===== src/rtl/uart_tx_arbiter.sv =====
// uart_tx_arbiter: four-way round-robin arbiter feeding one UART transmitter.
// Each grant latches the winner's byte and strobes tx_send_o for one bit time.
// The arbiter then stays busy for the rest of the frame plus an idle gap, and
// only after that does it return to arbitration.
//
// Ports
//   clk_i       system clock, rising edge
//   rst_ni      asynchronous active-low reset
//   en_i        grant enable; a frame already in progress always completes
//   req_i       per-requester transmit request, held until the matching ack
//   req_data_i  byte for requester i on bits [8i+7:8i]
//   ack_o       one-cycle pulse to the requester whose byte was latched
//   tx_send_o   send strobe to the UART transmitter, high for one bit time
//   tx_data_o   byte presented to the UART transmitter
//   busy_o      high while a frame or its trailing gap is in progress
//   grant_id_o  index of the most recently granted requester
module uart_tx_arbiter #(
  parameter int unsigned CLKS_PER_BIT = 2604,
  parameter int unsigned FRAME_BITS   = 11,
  parameter int unsigned GAP_CLKS     = 2604
) (
  input  logic        clk_i,
  input  logic        rst_ni,
  input  logic        en_i,
  input  logic [3:0]  req_i,
  input  logic [31:0] req_data_i,
  output logic [3:0]  ack_o,
  output logic        tx_send_o,
  output logic [7:0]  tx_data_o,
  output logic        busy_o,
  output logic [1:0]  grant_id_o
);

  localparam int unsigned NUM_REQ = 4;
  localparam int unsigned CNT_W   = 16;

  // Counter reload values; each state leaves when its counter reaches zero.
  localparam logic [CNT_W-1:0] SEND_LOAD = CNT_W'(CLKS_PER_BIT - 1);
  localparam logic [CNT_W-1:0] WAIT_LOAD =
    CNT_W'((FRAME_BITS - 1) * CLKS_PER_BIT + GAP_CLKS - 1);

  typedef enum logic [1:0] {
    ST_IDLE = 2'd0,
    ST_SEND = 2'd1,
    ST_WAIT = 2'd2
  } state_e;

  state_e           state_q, state_d;
  logic [CNT_W-1:0] cnt_q, cnt_d;
  logic [1:0]       ptr_q, ptr_d;
  logic             arm_q;
  logic [3:0]       ack_q, ack_d;
  logic             tx_send_q, tx_send_d;
  logic [7:0]       tx_data_q, tx_data_d;
  logic             busy_q, busy_d;
  logic [1:0]       grant_id_q, grant_id_d;

  logic             win_valid;
  logic [1:0]       win_idx;
  logic [7:0]       win_byte;

  // Round-robin search starting one past the last winner.
  always_comb begin
    win_valid = 1'b0;
    win_idx   = ptr_q;
    for (int unsigned k = 1; k <= NUM_REQ; k++) begin
      if (!win_valid && req_i[2'(ptr_q + 2'(k))]) begin
        win_valid = 1'b1;
        win_idx   = 2'(ptr_q + 2'(k));
      end
    end
  end

  assign win_byte = req_data_i[{win_idx, 3'b000} +: 8];

  // State and output registers.
  always_ff @(posedge clk_i or negedge rst_ni) begin
    if (!rst_ni) begin
      state_q    <= ST_IDLE;
      cnt_q      <= '0;
      ptr_q      <= 2'd3;
      arm_q      <= 1'b0;
      ack_q      <= '0;
      tx_send_q  <= 1'b0;
      tx_data_q  <= 8'h00;
      busy_q     <= 1'b0;
      grant_id_q <= 2'd0;
    end else begin
      state_q    <= state_d;
      cnt_q      <= cnt_d;
      ptr_q      <= ptr_d;
      arm_q      <= 1'b1;
      ack_q      <= ack_d;
      tx_send_q  <= tx_send_d;
      tx_data_q  <= tx_data_d;
      busy_q     <= busy_d;
      grant_id_q <= grant_id_d;
    end
  end

  // Next-state logic. arm_q blocks a grant on the first edge after reset
  // release so a frame cut short by reset is never reissued immediately.
  always_comb begin
    state_d    = state_q;
    cnt_d      = cnt_q;
    ptr_d      = ptr_q;
    ack_d      = '0;
    tx_send_d  = tx_send_q;
    tx_data_d  = tx_data_q;
    grant_id_d = grant_id_q;

    unique case (state_q)
      ST_IDLE: begin
        tx_send_d = 1'b0;
        if (en_i && arm_q && win_valid) begin
          state_d          = ST_SEND;
          cnt_d            = SEND_LOAD;
          ptr_d            = win_idx;
          grant_id_d       = win_idx;
          tx_data_d        = win_byte;
          ack_d[win_idx]   = 1'b1;
          tx_send_d        = 1'b1;
        end
      end
      ST_SEND: begin
        if (cnt_q == '0) begin
          state_d   = ST_WAIT;
          cnt_d     = WAIT_LOAD;
          tx_send_d = 1'b0;
        end else begin
          cnt_d = cnt_q - CNT_W'(1);
        end
      end
      ST_WAIT: begin
        tx_send_d = 1'b0;
        if (cnt_q == '0) begin
          state_d = ST_IDLE;
          cnt_d   = '0;
        end else begin
          cnt_d = cnt_q - CNT_W'(1);
        end
      end
      default: begin
        state_d   = ST_IDLE;
        cnt_d     = '0;
        tx_send_d = 1'b0;
      end
    endcase

    busy_d = (state_d != ST_IDLE);
  end

  assign ack_o      = ack_q;
  assign tx_send_o  = tx_send_q;
  assign tx_data_o  = tx_data_q;
  assign busy_o     = busy_q;
  assign grant_id_o = grant_id_q;

endmodule


===== config.mk =====
export PLATFORM = sky130hd
export DESIGN_NAME = uart_tx_arbiter
export DESIGN_NICKNAME = d
export VERILOG_FILES = /design/src/rtl/uart_tx_arbiter.sv
export SDC_FILE = /design/constraint.sdc
export NUM_CORES = 1
export LEC_CHECK = 0
export ABC_AREA = 1
export BUFFER_PORTS_ARGS = -buffer_cell sky130_fd_sc_hd__buf_2
export CAP_MARGIN = 10
export CORE_ASPECT_RATIO = 0.5
export CORE_MARGIN = 2
export CORE_UTILIZATION = 58
export CTS_BUF_LIST = sky130_fd_sc_hd__clkbuf_16
export CTS_CLUSTER_DIAMETER = 40
export DETAILED_ROUTE_END_ITERATION = 12
export PLACE_DENSITY = 0.85
export SLEW_MARGIN = 25
export SYNTH_ARGS = -nofsm -noshare
export SYNTH_HDL_FRONTEND = slang
export SYNTH_SLANG_ARGS = --single-unit

===== constraint.sdc =====
create_clock -name clk_i -period 4.25 [get_ports clk_i]
set_clock_uncertainty 0.1 [all_clocks]
set_input_delay 0.2125 -clock clk_i [delete_from_list [all_inputs] [get_ports clk_i]]
set_output_delay 0.2125 -clock clk_i [all_outputs]
set_load 0.005 [all_outputs]

# Yosys cells after proc, flatten, opt, wreduce, memory -nomap -nowiden
# Cells that the tools add are included.
# word_totals
register_bits	37
wordCells	68
# classes
addsub	4
order_cmp	6
eq_ne	4
n_shift	1
mux	31
n_reduce_logical	13
# ops
cell	count
two-way mux 16 bit	3
case mux 16 bit (3 select lines)	1
indexed part select 32 x 6 -> 8 bit	1
zero test 16 bit	1
subtractor 16 x 1 -> 16 bit (second input constant)	1
< comparator 2 x 3 -> 1 bit (second input constant)	5
two-way mux 2 bit	7
two-way mux 1 bit	11
binary-select mux 1 bit (select 2 bit)	4
two-way mux 4 bit	2
logical AND 1 bit	6
case mux 2 bit (3 select lines)	1
adder 2 bit (second input constant)	2
inequality test 2 bit (second input constant)	2
zero test 1 bit	3
adder 2 x 1 -> 2 bit (second input constant)	1
demux 1 bit (select 2 bit)	1
== test 2 x 1 -> 1 bit (second input constant)	1
== test 2 bit (second input constant)	1
greater-or-equal comparator 2 x 1 -> 1 bit (second input constant)	1
zero test 2 bit	1
case mux 1 bit (2 select lines)	1
AND reduction 2 bit	1
nonzero test 2 bit	1

# Depth between registers and ports, before layout
# Gate-level depths: netlist of the first run.
# depth
word_depth	19
mapped_depth	15

# Worst setup path before layout of the first run
# Ideal clock, no wire load.
# synth_path
path_type	reg-to-reg
from	register cnt_q[0]
to	register cnt_q[1]
setup_ns	0.124
arrival_time_ns	1.623
slack_ns	2.403
path_stages_with_launch	13
period_less_slack_ns	1.847
path_cell_list	dfrtp_1 -> inv_1 -> ha_1 -> nand2_1 -> nor2_4 -> nand2_2 -> nor2_2 -> nand2_1 -> nor2_1 -> nand2_1 -> nand2_2 -> a21oi_1 -> or2_1
# synth_via
elab_chain_cells	3
elab_cells_between_ends	5
cone_classes	add/sub (1); mux (3); reduce/logical (1)
# synth_rtl
element	line	rtl
start: declaration	49	logic [CNT_W-1:0] cnt_q, cnt_d;
start signal: assignment	90	cnt_q <= cnt_d;
subtractor 16 x 1 -> 16 bit or zero test 16 bit (tied branches)	n/a	
two-way mux 16 bit, on equally long branches	136, 126	
case mux 16 bit (3 select lines) *	112	unique case (state_q)
# Every way passes the cells marked *; elsewhere a longest branch is shown, timed or not.
# A chain may end at the register's enable or synchronous reset.

# Final worst setup path of the first run
# layout_path
from	register cnt_q[0]
to	register busy_q (netlist: busy_o)
# layout_via
elab_chain_cells	4
elab_cells_between_ends	5
cone_classes	mux (3); reduce/logical (2)
# layout_rtl
element	line	rtl
zero test 16 bit *	126, 136	
two-way mux 2 bit, on equally long branches	136, 126	
case mux 2 bit (3 select lines) *	112	
net state_d[0]	48	state_e state_q, state_d;
nonzero test 2 bit *	150	busy_d = (state_d != ST_IDLE);
net busy_d	55	logic busy_q, busy_d;
end signal: assignment	96	busy_q <= busy_d;
end: declaration	55	
# The timed path passes the listed nets; every way through them passes the cells marked *.

==> impl_metrics.yaml, run 1 <==
synthesis:
  ys_seq_elements: 37
  synth_area_leaders: "dfrtp_1, nand2_1, nand3_1"
  post-synth-top-area-cell: "dfrtp_1"
  synth_area_sq_um: 2320
  yosysSeqAreaShare_pct: 40.0
  yosysWarnings: 0
  syn_nets: 366
  synth_cell_type_count: 33
  syn_area_per_cell_sq_um: 7.12
  synthCells: 326
  yosys.area.top_type_share_pct: 37.8
floorplanning:
  die_h_microns: 48.7
  core-area_sq_um: 3860
  die_x_microns: 93.4
  dieArea_sq_um: 4550
  rows: 16
  io_pins: 55
  initial_core_util_pct: 60.0
sta:
  finalHoldViolCount: 0
  grt_setup_unrepaired: "false"
  worst_pin_slew_ns: 0.804
  postLayoutSetupSlackWorst_ns: 2.08
  maxSlewHeadroom_pct: 46.4
  fmax_mhz: 462
  fin_crit_ns: 2.17
  setup_tns_ns: 0
  period_share_pct: 51.0
  finalSetupViolations: 0
  maxSlewViolCount: 0
power_and_ir_drop:
  leakagePower_nw: 1.42
  pwr-share-seq_pct: 45.3
  power_frac_clock_pct: 46.7
  sw_frac_of_total_pct: 24.2
  switchingPower_w: 0.000189
  p_comb_share_pct: 8.0
  peakVddDrop_mv: 0.152
  intPower_w: 0.000592
  finalPower_w: 0.000780
  powerDensity_nw_per_um2: 284
cts:
  clockBufferDepth: 2
  h-tree-depth: 2
  cts_buffers: 5
  clock_latency_ns: 0.29
  cts_root_buffer: "clkbuf_16"
  cts_tree: "done"
  clkSinkCount: 37
  clk_pin_slew_worst_paths_ns: 0.06
  cts_setup_buffers: 0
drt:
  ant_nets: 0
  drt_wl_total_microns: 5770
  vias: 2316
  wire_per_inst_microns: 13.2
  drcViolationCount: 0
  drt_pass1_iterations: 5
  viasPerCell: 5.30
  drt_iter0_drc: 110
worst_setup_path:
  crit_type: "reg -> reg"
  cp.arrival_ns: 2.24
  crit_path_start_kind: "flop"
  worst_ep_required_time_ns: 4.33
  cp_max_fo: 8
  end_kind: "flop"
placement:
  pre_cts_ws_ns: 2.14
  hpwl_microns: 4120
  dpl_cell_area_sq_um: 2600
  io_buffers: 54
  gp_congestion: 0.963
flow_run:
  cap_violations: 0
layout:
  diodes: 0
  final_cell_mix: "nand2_1, buf_2, dfrtp_1"
  drive_gt1_share_pct: 23.5
  mostFrequentLayoutCell: "nand2_1"
  fin_area_sq_um: 2750
  area_delta_synth_final_pct: 18.6
  fin_nets: 422
global_route:
  grt_first_pass_wirelength_microns: 9950
  grt_max_degree: 38
  grtUsageTotal_pct: 28.2
  grt.overflow.total: 0
  grt_pass1_vias: 2232
  antenna_found_initial: 0
run_status:
  status: "complete, no violations"
hold_path:
  hold_path.class: "in -> reg"
## power groups by stage
| stage | logic [W] | clock network, W | registers (W) |
|---|---|---|---|
| 3_3_place_gp | 0.0000589 | 0 | 0.000359 |
| 2_1_floorplan | 0.0000330 | 0 | 0.000359 |
| 5_1_grt | 0.0000713 | 0.000380 | 0.000353 |
| 3_5_place_dp | 0.0000622 | 0 | 0.000359 |
| 6_report | 0.0000628 | 0.000364 | 0.000353 |
| 4_1_cts | 0.0000634 | 0.000365 | 0.000353 |
## per-layer routing
metal  up-vias  track usage, %  part of all wire [%]
li1       1143               -                     -
met1      1063            35.7                    43
met2        96            47.0                    49
met3        14            5.92                   6.4
met4         0            12.3                   2.0
met5         -               0                     0
## critical path, stage by stage, from the launching register on
cell,delay [ns]
dfrtp_1,0.39
inv_1,0.14
ha_1,0.22
nand2_1,0.10
nor2_4,0.14
inv_1,0.08
nor2_2,0.18
nand2_2,0.17
inv_1,0.19
o21ai_1,0.09
or2_1,0.24
## final cells by class
type / instances / area, sq um
Clock inverter: 3 / 18.8
Timing Repair Buffer: 55 / 280
Inverter: 23 / 93.8
Clock buffer: 5 / 125
Tap cell: 54 / 67.6
Multi-Input combinational cell: 260 / 1240
Sequential cell: 37 / 928
Fill cell: 306 / 1110
## flip-flops by register name, summed over array words and instances (netlist names)
register / cells
ptr_q: 2
state_q: 2
busy_o: 1
tx_send_o: 1
grant_id_o: 2
ack_o: 4
tx_data_o: 8
arm_q: 1
cnt_q: 16
## per-stage QoR
step / instances / utilization (%) / hold slack (ns)
floorplan: 326 / - / -0.183
global placement: 428 / 67.2 / 0.243
detailed placement: 428 / 67.2 / 0.259
CTS: 437 / 71.2 / 0.124
global route: 437 / 71.2 / 0.167
finish: 437 / 71.2 / 0.125
## repair_timing
item	4_1_cts	5_1_grt
hold buffers	1	0
hold endpoints to repair	35	0
gates resized for setup	0	0
## Yosys cell counts
library cell	number
nand2_4	2
nor3_1	2
ha_1	1
inv_2	4
buf_6	5
o2111ai_1	3
and3_1	1
o21a_1	1
xor2_1	7
nand3_4	1
or2_1	2
nand4_1	2
nand4_2	1
nor2_2	2
o21ai_1	3
dfstp_2	2
inv_8	1
conb_1	1
inv_1	18
xnor2_1	2
a21oi_4	1
o21ai_0	11
nand3_1	22
nand2_2	13
o21bai_1	1
a21oi_1	3
dfrtp_1	35
nor2_4	2
nor2_1	27
o22ai_1	1
buf_2	1
nand2_1	144
o211ai_1	4
## cells by family (layout without fill, tap and decap cells)
logic type | Yosys count | in the layout | share of synthesized area [%]
other cells | 1 | 1 | 0.162
xor+xnor | 9 | 9 | 3.40
compound gates | 28 | 28 | 7.71
flops | 37 | 37 | 40.0
simple gates | 221 | 221 | 41.5
buf+inv | 29 | 86 | 6.69
fa+ha+maj | 1 | 1 | 0.539
## final timing paths
kind	startpoint	end	slack [ns]	cells after the start
min reg2reg	grant_id_o[0]	grant_id_o[0]	0.40	2
max	cnt_q[0]	busy_o	2.08	10
max reg2reg	cnt_q[0]	busy_o	2.08	10
max in group asynchronous	rst_ni	cnt_q[8]	3.09	2
min	req_data_i[0]	tx_data_o[0]	0.13	5
min in group asynchronous	rst_ni	ack_o[1]	0.45	2
Note: power is estimated with default switching activity, not from simulation.
==> run 2: changes to the inputs <==
--- a/config.mk
+++ b/config.mk
@@ -5,16 +5,16 @@
 export SDC_FILE = /design/constraint.sdc
 export NUM_CORES = 1
 export LEC_CHECK = 0
-export ABC_AREA = 1
+export ABC_AREA = 0
 export BUFFER_PORTS_ARGS = -buffer_cell sky130_fd_sc_hd__buf_2
 export CAP_MARGIN = 10
 export CORE_ASPECT_RATIO = 0.5
 export CORE_MARGIN = 2
-export CORE_UTILIZATION = 58
+export CORE_UTILIZATION = 48
 export CTS_BUF_LIST = sky130_fd_sc_hd__clkbuf_16
 export CTS_CLUSTER_DIAMETER = 40
 export DETAILED_ROUTE_END_ITERATION = 12
-export PLACE_DENSITY = 0.85
+export PLACE_DENSITY = 0.76
 export SLEW_MARGIN = 25
 export SYNTH_ARGS = -nofsm -noshare
 export SYNTH_HDL_FRONTEND = slang
==> constraint.sdc (replaced) <==
create_clock -name clk_i -period 1.7 [get_ports clk_i]
set_clock_uncertainty 0.1 [all_clocks]
set_input_delay 0.085 -clock clk_i [delete_from_list [all_inputs] [get_ports clk_i]]
set_output_delay 0.085 -clock clk_i [all_outputs]
set_load 0.005 [all_outputs]
==> impl_metrics.yaml, run 2 <==
global_route:
  grt_first_pass_wirelength_microns: 12400
  antenna_found_initial: 0
  grt_pass1_vias: 2604
  grtUsageTotal_pct: 31.7
  grt_max_degree: 21
  grt.overflow.total: 0
drt:
  drt_iter0_drc: 292
  wl_met3_microns: 1090
  drt_pass1_iterations: 5
  ant_nets: 0
  maxUsedRoutingLayer: "met4"
  vias: 2822
  met2_length_microns: 4380
  wl_met1_microns: 3570
  wire_per_inst_microns: 22.3
  drt_wl_total_microns: 9640
  drcViolationCount: 0
  viasPerCell: 6.52
synthesis:
  synthCells: 237
  synth_area_sq_um: 2200
  syn_nets: 277
  syn_area_per_cell_sq_um: 9.29
  post-synth-top-area-cell: "dfrtp_1"
  synth_common_cells: "dfrtp_1, o21ai_0, nand2_1"
  yosys.area.top_type_share_pct: 39.8
  ys_seq_elements: 37
  synth_most_common_cell: "dfrtp_1"
  synthFlopType: "dfrtp_1"
  synth-edff-count: 0
  synth_cell_type_count: 61
  yosysWarnings: 0
  yosysSeqAreaShare_pct: 42.2
  async_reset_ff_share_pct: 100
  synth_area_leaders: "dfrtp_1, o21ai_0, mux2i_1"
sta:
  worst_pin_slew_ns: 0.662
  finalHoldViolCount: 0
  grt_setup_unrepaired: "true"
  maxSlewViolCount: 0
  postLayoutSetupSlackWorst_ns: -0.487
  maxSlewHeadroom_pct: 55.5
  period_share_pct: 129
  finalSetupViolations: 31
  fmax_mhz: 457
  fin_crit_ns: 2.19
placement:
  pre_cts_ws_ns: -0.466
  io_buffers: 54
  hpwl_microns: 4750
  gp_congestion: 0.921
cts:
  cts_tree: "done"
  clkSinkCount: 37
  cts_root_buffer: "clkbuf_16"
  clock_latency_ns: 0.29
  cts_buffers: 5
  clockBufferDepth: 2
  clk_pin_slew_worst_paths_ns: 0.06
  h-tree-depth: 2
worst_setup_path:
  path_buf_inv: 2
  cp_max_fo: 4
  crit_path_start_kind: "flop"
  crit_chain: "or4_4, buf_6, o41ai_4, buf_4, nand2_4, a21oi_2, a21oi_1"
  end_kind: "flop"
  critical-path-max-stage-delay_ns: 0.54
  critical_path.top_delay_family: "simple AND/OR/NAND/NOR gates"
  cp.arrival_ns: 2.24
  worst_ep_required_time_ns: 1.75
  crit_type: "reg -> reg"
  cpMaxStageDelayCell: "or4_4"
floorplanning:
  die_h_microns: 51.9
  die_x_microns: 99.8
  io_pins: 55
  core-area_sq_um: 4400
  initial_core_util_pct: 50.0
  rows: 17
  dieArea_sq_um: 5180
power_and_ir_drop:
  leakagePower_nw: 1.70
  power_frac_clock_pct: 17.4
  pwr-share-seq_pct: 27.4
  intPower_w: 0.00325
  sw_frac_of_total_pct: 40.4
  switchingPower_w: 0.00220
  finalPower_w: 0.00546
  peakVddDrop_mv: 0.886
  p_comb_share_pct: 55.2
  powerDensity_nw_per_um2: 1450
hold_path:
  hold_path.class: "in -> reg"
layout:
  diodes: 0
  area_delta_synth_final_pct: 70.6
  fin_nets: 415
  mostFrequentLayoutCell: "buf_4"
  seqCellArea_sq_um: 928
  multi_input_area_sq_um: 1550
  largest_register_ffs: 16
  final_cell_mix: "buf_4, buf_2, dfrtp_1"
  fillers: 188
  drive_gt1_share_pct: 57.4
  top_register: "cnt_q"
  finish.utilization_pct: 85.3
flow_run:
  cap_violations: 0
run_status:
  violations: "setup timing"
  status: "finished, violations left"
-- run 2: cell types whose count changed in the layout (fill, tap and decap cells not counted), sizes merged, moves of 10 or more --
cell | previous run | this run
o21ai | 14 | 27
nor2 | 31 | 18
a21oi | 4 | 14
inv | 24 | 6
nand2 | 159 | 20
buf | 54 | 141
nand3 | 23 | 1
-- run 2: timing repair --
action                                 CTS  global route
setup endpoints to repair               30            33
cloned                                   1             0
resized for setup                       57            48
endpoints found under the hold margin   19             0
pin swaps                               19            25
hold buffers                             1             0
buffers inserted                        12            19
-- run 2: power groups by stage --
stage               combinational (W)  sequential [W]  clock [W]
floorplan                     0.00115         0.00145          0
global placement              0.00203         0.00140          0
detailed placement            0.00210         0.00142          0
CTS                           0.00250         0.00143   0.000917
global route                  0.00315         0.00151   0.000980
finish                        0.00301         0.00149   0.000950
-- run 2: worst paths after layout --
| kind | cells after the start | from | endpoint | slack [ns] |
|---|---|---|---|---|
| max in group asynchronous | 3 | rst_ni | cnt_q[10] | 0.82 |
| min in group asynchronous | 2 | rst_ni | tx_data_o[3] | 0.20 |
| setup / recovery | 7 | cnt_q[8] | cnt_q[8] | -0.49 |
| hold reg to reg | 2 | grant_id_o[1] | grant_id_o[1] | 0.40 |
| setup reg to reg | 7 | cnt_q[8] | cnt_q[8] | -0.49 |
| hold / removal | 3 | req_data_i[31] | tx_data_o[7] | 0.03 |
-- run 2: cells by family (layout without fill, tap and decap cells) --
logic type               after synthesis  after routing  synth area share, %
AND/OR/NAND/NOR                       88             88                 23.5
flip-flops                            37             37                 42.2
XOR/XNOR                               3              3                 1.19
adder cells (fa/ha/maj)                1              1                0.568
AO/OA/AOI/OAI                         82             83                 25.5
buffers and inverters                 17            155                 3.30
other                                  1              1                0.170
multiplexers                           8              8                 3.64
-- run 2: area by class of cell --
type / instances / share of cell area (%)
clock buffer: 5 / 3.33
clock inverter: 3 / 0.566
inverter: 5 / 0.700
multi-input combinational: 184 / 41.1
sequential: 37 / 24.7
tap: 57 / 1.90
timing repair buffer: 142 / 27.6
-- run 2: per-layer routing --
layer,GRT usage [%],vias to the layer above
li1,-,1178
met1,37.0,1331
met2,58.7,246
met3,4.84,67
met4,14.8,0
met5,0,-
-- run 2: metrics by stage --
step	cell area (sq um)	hold slack, ns	std cells	setup TNS, ns
2_1_floorplan	2260	-0.311	237	-6.65
3_3_place_gp	3000	-0.0454	397	-7.71
3_5_place_dp	3000	-0.0359	397	-9.20
4_1_cts	3460	0.0168	419	-6.61
5_1_grt	3760	0.0454	433	-9.78
6_report	3760	0.0264	433	-8.41
-- run 2: worst min-delay path: cells and delay by family --
kind | cells | cell delay (ns)
AOI/OAI and AO/OA | 1 | 0.16
buffers and inverters | 1 | 0.07
muxes | 1 | 0.06
==> run 3: changes to the inputs <==
--- a/config.mk
+++ b/config.mk
@@ -10,11 +10,11 @@
 export CAP_MARGIN = 10
 export CORE_ASPECT_RATIO = 0.5
 export CORE_MARGIN = 2
-export CORE_UTILIZATION = 48
+export CORE_UTILIZATION = 57
 export CTS_BUF_LIST = sky130_fd_sc_hd__clkbuf_16
 export CTS_CLUSTER_DIAMETER = 40
 export DETAILED_ROUTE_END_ITERATION = 12
-export PLACE_DENSITY = 0.76
+export PLACE_DENSITY = 0.85
 export SLEW_MARGIN = 25
 export SYNTH_ARGS = -nofsm -noshare
 export SYNTH_HDL_FRONTEND = slang
==> constraint.sdc (replaced) <==
create_clock -name clk_i -period 2.78 [get_ports clk_i]
set_clock_uncertainty 0.1 [all_clocks]
set_input_delay 0.139 -clock clk_i [delete_from_list [all_inputs] [get_ports clk_i]]
set_output_delay 0.139 -clock clk_i [all_outputs]
set_load 0.005 [all_outputs]
==> impl_metrics.yaml, run 3 (synthesized netlist as in run 2, its figures left out) <==
drt:
  drt_wl_total_microns: 5650
  met2_length_microns: 2680
  vias: 2162
  wl_met1_microns: 2430
  drt_iter0_drc: 223
  drcViolationCount: 0
  wire_per_inst_microns: 16.4
  ant_nets: 0
  viasPerCell: 6.28
  wl_met3_microns: 462
  maxUsedRoutingLayer: "met4"
  drt_pass1_iterations: 5
cts:
  clockBufferDepth: 2
  cts_setup_buffers: 0
  cts_tree: "done"
  cts_root_buffer: "clkbuf_16"
  cts_resized: 0
  cts_buffers: 5
  clkSinkCount: 37
  clock_latency_ns: 0.28
  hold_buffers: 1
  h-tree-depth: 2
  clk_pin_slew_worst_paths_ns: 0.06
worst_setup_path:
  reg2reg_depth: 7
  r2r_start: "cnt_q[0]"
  crit_type: "reg -> reg"
  critical-path-max-stage-delay_ns: 0.53
  worst_ep_required_time_ns: 2.83
  crit_start: "cnt_q[0]"
  r2r-end: "cnt_q[14]"
  cpMaxStageDelayCell: "or4b_4"
  critPathCapture: "cnt_q[14]"
  crit_path_start_kind: "flop"
  crit_chain: "inv_1, ha_1, or4b_4, o41ai_4, and2_4, o21ai_1, a32o_1"
  rrSetupSlack_ns: 0.32
  cp.arrival_ns: 2.52
  cp_max_fo: 6
  end_kind: "flop"
sta:
  finalSetupViolations: 0
  fmax_mhz: 406
  maxSlewViolCount: 0
  finalHoldViolCount: 0
  postLayoutSetupSlackWorst_ns: 0.315
  setup_tns_ns: 0
  worst_pin_slew_ns: 0.811
  maxSlewHeadroom_pct: 45.9
  fin_crit_ns: 2.46
  grt_setup_unrepaired: "false"
  period_share_pct: 88.7
layout:
  top_register: "cnt_q"
  drive_gt1_share_pct: 26.3
  diodes: 0
  area_delta_synth_final_pct: 21.1
  mostFrequentLayoutCell: "buf_2"
  largest_register_ffs: 16
  final_cell_mix: "buf_2, dfrtp_1, o21ai_0"
  fin_nets: 332
  fin_area_sq_um: 2670
placement:
  gp_congestion: 0.924
  dpl_cell_area_sq_um: 2520
  io_buffers: 54
  hpwl_microns: 4110
  pre_cts_ws_ns: 0.351
global_route:
  grt_first_pass_wirelength_microns: 9050
  antenna_found_initial: 0
  grt_max_degree: 38
  grt.overflow.total: 0
  grtUsageTotal_pct: 26.7
  grt_pass1_vias: 1928
floorplanning:
  dieArea_sq_um: 4410
  core-area_sq_um: 3570
  io_pins: 55
  initial_core_util_pct: 61.8
  die_x_microns: 91.9
  die_h_microns: 48.0
  rows: 15
power_and_ir_drop:
  powerDensity_nw_per_um2: 884
  leakagePower_nw: 1.20
  peakVddDrop_mv: 0.397
hold_path:
  hold_start: "req_data_i[29]"
  hold_path.class: "in -> reg"
run_status:
  status: "complete, no violations"
flow_run:
  cap_violations: 0
## run 3: cell count changes in the layout (fill, tap and decap cells not counted), sizes merged
cell / delta
buf: -82
inv: +1
clkinvlp: -1
a211oi: -1
## run 3: worst max-delay path: cells and delay by family (launching register included)
kind                       cells  cell delay (ns)
and+or+nand+nor                2             0.79
AOI/OAI and AO/OA              3             0.74
DFF                            1             0.42
adders and majority gates      1             0.21
buffers and inverters          1             0.07
## run 3: cell type report
type | count | area (sq um)
Timing Repair Buffer | 60 | 318
Clock buffer | 5 | 125
Tap cell | 51 | 63.8
Clock inverter | 3 | 11.3
Multi-Input combinational cell | 183 | 1200
Inverter | 5 | 18.8
Fill cell | 250 | 900
Sequential cell | 37 | 928
## run 3: worst min-delay path by stage
stage	endpoint	slack, ns	cells past startpoint
after global routing	tx_data_o[1]	0.11	3
after floorplan	ack_o[0]	-0.26	0
after CTS	tx_data_o[5]	0.08	3
after detailed placement	tx_data_o[2]	0.17	1
final	tx_data_o[5]	0.08	3
after global placement	tx_data_o[0]	0.16	1
## run 3: power by group
group | switching [W] | internal, W | leakage [nW]
Clock | 0.000197 | 0.000322 | 0.0738
Sequential | 0.000203 | 0.000740 | 0.459
Combinational | 0.000478 | 0.000416 | 0.663
Total | 0.000878 | 0.00148 | 1.20
## run 3: per-stage QoR
step           instances  hold slack (ns)  power (W)  utilization, %
2_1_floorplan        237           -0.257    0.00154               -
3_3_place_gp         335            0.159    0.00177            70.7
3_5_place_dp         335            0.173    0.00182            70.7
4_1_cts              344           0.0842    0.00235            74.8
5_1_grt              344            0.107    0.00251            74.8
6_report             344           0.0840    0.00236            74.8
## run 3: routing by layer
metal,global-route usage [%],vias up
li1,-,1007
met5,0,-
met4,8.06,0
met1,34.9,1020
met3,5.20,11
met2,47.5,124
